===== config.mk =====
export PLATFORM = sky130hd
export DESIGN_NAME = mcm_interp_pipe
export DESIGN_NICKNAME = d
export VERILOG_FILES = /design/src/rtl/mcm_interp_pipe.sv
export SDC_FILE = /design/constraint.sdc
export NUM_CORES = 1
export LEC_CHECK = 0
export CORE_MARGIN = 10
export CORE_UTILIZATION = 57
export CTS_CLUSTER_SIZE = 14
export DETAILED_ROUTE_END_ITERATION = 6
export GPL_ROUTABILITY_DRIVEN = 1
export GPL_TIMING_DRIVEN = 0
export PLACE_DENSITY_LB_ADDON = 0.1
export SLEW_MARGIN = 20
export SYNTH_ARGS = -nofsm -noshare
export SYNTH_HDL_FRONTEND = slang
export SYNTH_SLANG_ARGS = --single-unit

===== constraint.sdc =====
create_clock -name clk -period 7.65 [get_ports clk]
set_input_delay 2.295 -clock clk [delete_from_list [all_inputs] [get_ports clk]]
set_output_delay 2.295 -clock clk [all_outputs]
set_load 0.02 [all_outputs]

===== src/rtl/mcm_interp_pipe.sv =====
// rtl/mcm_interp_pipe.sv - 3-stage shift-add angular interpolation pipe (linear / [1 2 1] smoothing)
// Optional perf counters: define MCM_INTERP_PIPE_PERF_CNT_EN.
module mcm_interp_pipe #(
    parameter int BIT_DEPTH = 8,
    parameter int NUM_LANES = 4,
    parameter int FRAC_BITS = 5
) (
    input  logic                           clk,
    input  logic                           rst_n,
    input  logic                           in_valid,
    output logic                           in_ready,
    input  logic                           in_mode,
    input  logic [FRAC_BITS-1:0]           in_frac,
    input  logic [NUM_LANES*BIT_DEPTH-1:0] in_s0,
    input  logic [NUM_LANES*BIT_DEPTH-1:0] in_s1,
    input  logic [NUM_LANES*BIT_DEPTH-1:0] in_s2,
    output logic                           out_valid,
    input  logic                           out_ready,
    output logic [NUM_LANES*BIT_DEPTH-1:0] out_pred
`ifdef MCM_INTERP_PIPE_PERF_CNT_EN
    ,
    output logic [31:0]                    perf_beats,
    output logic [31:0]                    perf_stalls
`endif
);

    localparam int IW = BIT_DEPTH + FRAC_BITS + 1;
    localparam int DW = NUM_LANES * BIT_DEPTH;
    localparam int TW = NUM_LANES * IW;
    localparam logic [FRAC_BITS:0] W_VAL      = {1'b1, {FRAC_BITS{1'b0}}};
    localparam logic [IW-1:0]      HALF_W     = IW'(1) << (FRAC_BITS - 1);
    localparam logic [IW-1:0]      SMOOTH_RND = IW'(2);

    // Product of a sample and a weight built from shifted copies only.
    function automatic logic [IW-1:0] shift_add(input logic [BIT_DEPTH-1:0] x,
                                                input logic [FRAC_BITS:0]   w);
        logic [IW-1:0] acc;
        acc = '0;
        for (int k = 0; k <= FRAC_BITS; k++) begin
            if (w[k]) begin
                acc = acc + (IW'(x) << k);
            end
        end
        return acc;
    endfunction

    logic v1, v2, v3;
    logic load1, load2, load3;

    assign load3     = !v3 | out_ready;
    assign load2     = !v2 | load3;
    assign load1     = !v1 | load2;
    assign in_ready  = load1;
    assign out_valid = v3;

    // Stage 1: raw capture
    logic                 m1;
    logic [FRAC_BITS-1:0] f1;
    logic [DW-1:0]        s0_r, s1_r, s2_r;

    always_ff @(posedge clk or negedge rst_n) begin
        if (!rst_n) begin
            v1   <= 1'b0;
            m1   <= 1'b0;
            f1   <= '0;
            s0_r <= '0;
            s1_r <= '0;
            s2_r <= '0;
        end else if (load1) begin
            v1 <= in_valid;
            if (in_valid) begin
                m1   <= in_mode;
                f1   <= in_frac;
                s0_r <= in_s0;
                s1_r <= in_s1;
                s2_r <= in_s2;
            end
        end
    end

    // Stage 2: weighted terms; W - f via two's complement in FRAC_BITS+1 bits
    logic [FRAC_BITS:0] wf;
    logic [TW-1:0]      t0_d, t1_d, t2_d;

    assign wf = W_VAL + ~{1'b0, f1} + {{FRAC_BITS{1'b0}}, 1'b1};

    always_comb begin
        t0_d = '0;
        t1_d = '0;
        t2_d = '0;
        for (int i = 0; i < NUM_LANES; i++) begin
            if (m1) begin
                t0_d[i*IW +: IW] = IW'(s0_r[i*BIT_DEPTH +: BIT_DEPTH]);
                t1_d[i*IW +: IW] = IW'(s1_r[i*BIT_DEPTH +: BIT_DEPTH]) << 1;
                t2_d[i*IW +: IW] = IW'(s2_r[i*BIT_DEPTH +: BIT_DEPTH]);
            end else begin
                t0_d[i*IW +: IW] = shift_add(s0_r[i*BIT_DEPTH +: BIT_DEPTH], wf);
                t1_d[i*IW +: IW] = shift_add(s1_r[i*BIT_DEPTH +: BIT_DEPTH], {1'b0, f1});
            end
        end
    end

    logic          m2;
    logic [TW-1:0] t0_r, t1_r, t2_r;

    always_ff @(posedge clk or negedge rst_n) begin
        if (!rst_n) begin
            v2   <= 1'b0;
            m2   <= 1'b0;
            t0_r <= '0;
            t1_r <= '0;
            t2_r <= '0;
        end else if (load2) begin
            v2 <= v1;
            if (v1) begin
                m2   <= m1;
                t0_r <= t0_d;
                t1_r <= t1_d;
                t2_r <= t2_d;
            end
        end
    end

    // Stage 3: final add, round, shift
    logic [IW-1:0] rnd;
    logic [TW-1:0] sum_d;
    logic [DW-1:0] pred_d;

    assign rnd = m2 ? SMOOTH_RND : HALF_W;

    always_comb begin
        sum_d  = '0;
        pred_d = '0;
        for (int i = 0; i < NUM_LANES; i++) begin
            sum_d[i*IW +: IW] = t0_r[i*IW +: IW] + t1_r[i*IW +: IW] + t2_r[i*IW +: IW] + rnd;
            if (m2) begin
                pred_d[i*BIT_DEPTH +: BIT_DEPTH] = BIT_DEPTH'(sum_d[i*IW +: IW] >> 2);
            end else begin
                pred_d[i*BIT_DEPTH +: BIT_DEPTH] = BIT_DEPTH'(sum_d[i*IW +: IW] >> FRAC_BITS);
            end
        end
    end

    always_ff @(posedge clk or negedge rst_n) begin
        if (!rst_n) begin
            v3       <= 1'b0;
            out_pred <= '0;
        end else if (load3) begin
            v3 <= v2;
            if (v2) begin
                out_pred <= pred_d;
            end
        end
    end

`ifdef MCM_INTERP_PIPE_PERF_CNT_EN
    always_ff @(posedge clk or negedge rst_n) begin
        if (!rst_n) begin
            perf_beats  <= '0;
            perf_stalls <= '0;
        end else begin
            if (v3 && out_ready) begin
                perf_beats <= perf_beats + 32'd1;
            end
            if (v3 && !out_ready) begin
                perf_stalls <= perf_stalls + 32'd1;
            end
        end
    end
`endif

endmodule


==> results.tsv <==
metric	value	unit
buffers added on ports	139	
unique cell type count in the Yosys netlist	80	
r2r setup slk	190	ps
main area contributors after synthesis	dfrtp_1 (24%), ha_1 (17%), fa_1 (5.1%)	
EDFF count, synth	0	
CP required	8090	ps
status	complete, no violations	
Clock Skews	12.8	ps
FFs w/ async S/R, synth	1.00	
met3 GRT Util	0.0626	
final hold violations	0	
Synth Instances	3261	
Pleak	15.4	nW
CTS clk-pin slew, worst paths	60	ps
H-tree lvl count	2	
clock buffer depth	3	
R2R Path End	t0_r[26]	
Synth Register Bits	274	
Total GRT Usage	0.339	
Net Count, Synth	3828	
routed wire length	106000	um
synthesized cell area	28500	sq um
Top FF cell, synth	dfrtp_1	
Setup TNS	0	ps
Die Ht	244	um
pins over their slew limit	0	
WP data arrival	7900	ps
Worst setup SP type	flip-flop	
CP max-delay cell	or4_1	
Post-CTS Hold Buffers	0	
CTS tree	done	
Min-Delay Path Depth	2	
share of layout cells above drive strength 1	0.109	
Antenna Nets Post-Route	0	
Worst path depth	32	
I/O pins	140	
vias in the first global route	25900	
fin util	0.671	
HPWL Detailed	82400	um
sink of the worst hold path	out_pred[26]	
drt first pass iters	6	
crit end category	flip-flop	
most common cell after layout, fill and taps aside	ha_1	
worst slew pin tran	1220	ps
min cycle time layout	7460	ps
worst hold path type	reg -> reg	
Slew headroom	0.187	
Inserted Clock Buffers	35	
Setup CP Type	reg -> reg	
DR vias	27400	
Num Clock Sinks	274	
most frequent cells in the layout	ha_1 (375), nand2_1 (312), nor2_1 (297)	
Skew-Pair Late Insertion Delay	570	ps
clk root buf	clkbuf_16	
GRT met1 Usage	0.460	
cells on worst reg2reg path	32	
# setup viols final	0	
post-synthesis sequential area ratio	0.241	
final cycle utilization of the critical path	0.976	
Mean Syn Cell Area	8.73	sq um
CP Buf/Inv Count	5	
Remaining DRCs	0	
row count	81	
largest net degree at the start of global routing	94	
Crit Reg-Reg Startpoint	f1[1]	
GP Congestion	1.00	
first-pass GRT wire length	156000	um
Wirelength per Cell	25.3	um
core area	49200	sq um
Top Usage Layer GRT	met2	
Max Cap Viol	0	
fmax	0.134	GHz
GRT overflow	0	
CP peak stage delay	540	ps
number of DRC markers in iteration 0	2835	
Die ar.	59300	sq um
min-delay src	out_pred[26]	
cell taking the most area after synthesis	dfrtp_1	
initial antenna violation count	1	
total chip power	18.2	mW
CP Max Fanout	10	
Area Overhead vs Synth	15.9	%
IR drop worst, VDD	384	uV
Die Wd	244	um
yosys warns	0	
fin nets	4054	
vias per inst	6.55	
Starting Density	0.579	
Pwr per Cell Area	552	nW/um^2
top-area cell type share of the netlist area	0.241	
GRT met2 Usage	0.517	
crit-path leading delay family	compound AO/OA/AOI/OAI gates	
## what timing repair did
item                                    in CTS  in global routing
endpoints found under the setup margin      33                 13
endpoints found under the hold margin        0                  0
gates resized for setup                     59                112
pin swaps                                    6                 33
setup buffers                                8                 40
## area by class of cell
type                       count  area (sq um)
multi-input combinational   2696         21000
antenna                        1          2.50
clock inverter                18           279
timing repair buffer         190          1850
inverter                     157           608
tap                          664           831
buffer                       133           659
fill                        4058         16100
sequential                   274          6870
clock buffer                  42           932
## worst min-delay path, cell delays in order, from the launching register on
cell and delay, ps:
dfrtp_1 340, nand2_1 50, o21ai_0 60
## kinds of logic after synthesis
family / count (synthesis) / share of synthesized area
compound gates: 903 / 0.211
mux: 200 / 0.0760
buf+inv: 291 / 0.0393
fa+ha+maj: 461 / 0.221
simple gates: 909 / 0.143
xor+xnor: 223 / 0.0686
flops: 274 / 0.241
## power by group
| part | internal (mW) | leakage [nW] | total [mW] | switching [mW] |
|---|---|---|---|---|
| sequential | 1.88 | 3.33 | 2.50 | 0.618 |
| combinational | 5.95 | 11.5 | 13.9 | 7.96 |
| clock | 1.08 | 0.590 | 1.81 | 0.731 |
## sequential cells by signal, summed over array words and instances (netlist names)
name       flops
m1             1
f1             5
out_pred      32
t0_r          52
s1_r          32
m2             1
v2             1
v1             1
out_valid      1
s0_r          32
t1_r          52
t2_r          32
s2_r          32
## worst max path at each step
stage	from	to
final	f1[1]	t0_r[26]
after global routing	f1[0]	t0_r[26]
after CTS	f1[0]	t0_r[40]
after detailed placement	f1[1]	t0_r[26]
after global placement	rst_n	s1_r[26]
after floorplan	f1[1]	t0_r[26]
## synth_stat cells (70+ instances only)
| cell type | number |
|---|---|
| ha_1 | 389 |
| nand2_1 | 313 |
| nor2_1 | 298 |
| dfrtp_1 | 274 |
| a21oi_1 | 227 |
| o21ai_0 | 197 |
| inv_1 | 157 |
| xnor2_1 | 133 |
| mux2_2 | 127 |
| clkbuf_1 | 107 |
| a21o_1 | 102 |
| xor2_1 | 90 |
| fa_1 | 72 |
| mux2i_1 | 72 |
| nand3_1 | 70 |
## layer usage
| metal | wire (um) | up-vias |
|---|---|---|
| li1 | - | 12300 |
| met1 | 44300 | 13300 |
| met2 | 45300 | 1509 |
| met3 | 10600 | 280 |
| met4 | 5400 | 0 |
| met5 | 0 | - |
## metrics by stage
stage               instance area [sq um]  setup WS, ps  hold WS [ps]  instances
floorplan                           28500           487           439       3261
global placement                    30700         -7690           455       4064
detailed placement                  30800         -2580           468       4067
CTS                                 32200          14.8           483       4134
global route                        33000          -103           512       4174
finish                              33000           186           488       4175
Note: power is estimated with default switching activity, not from simulation.
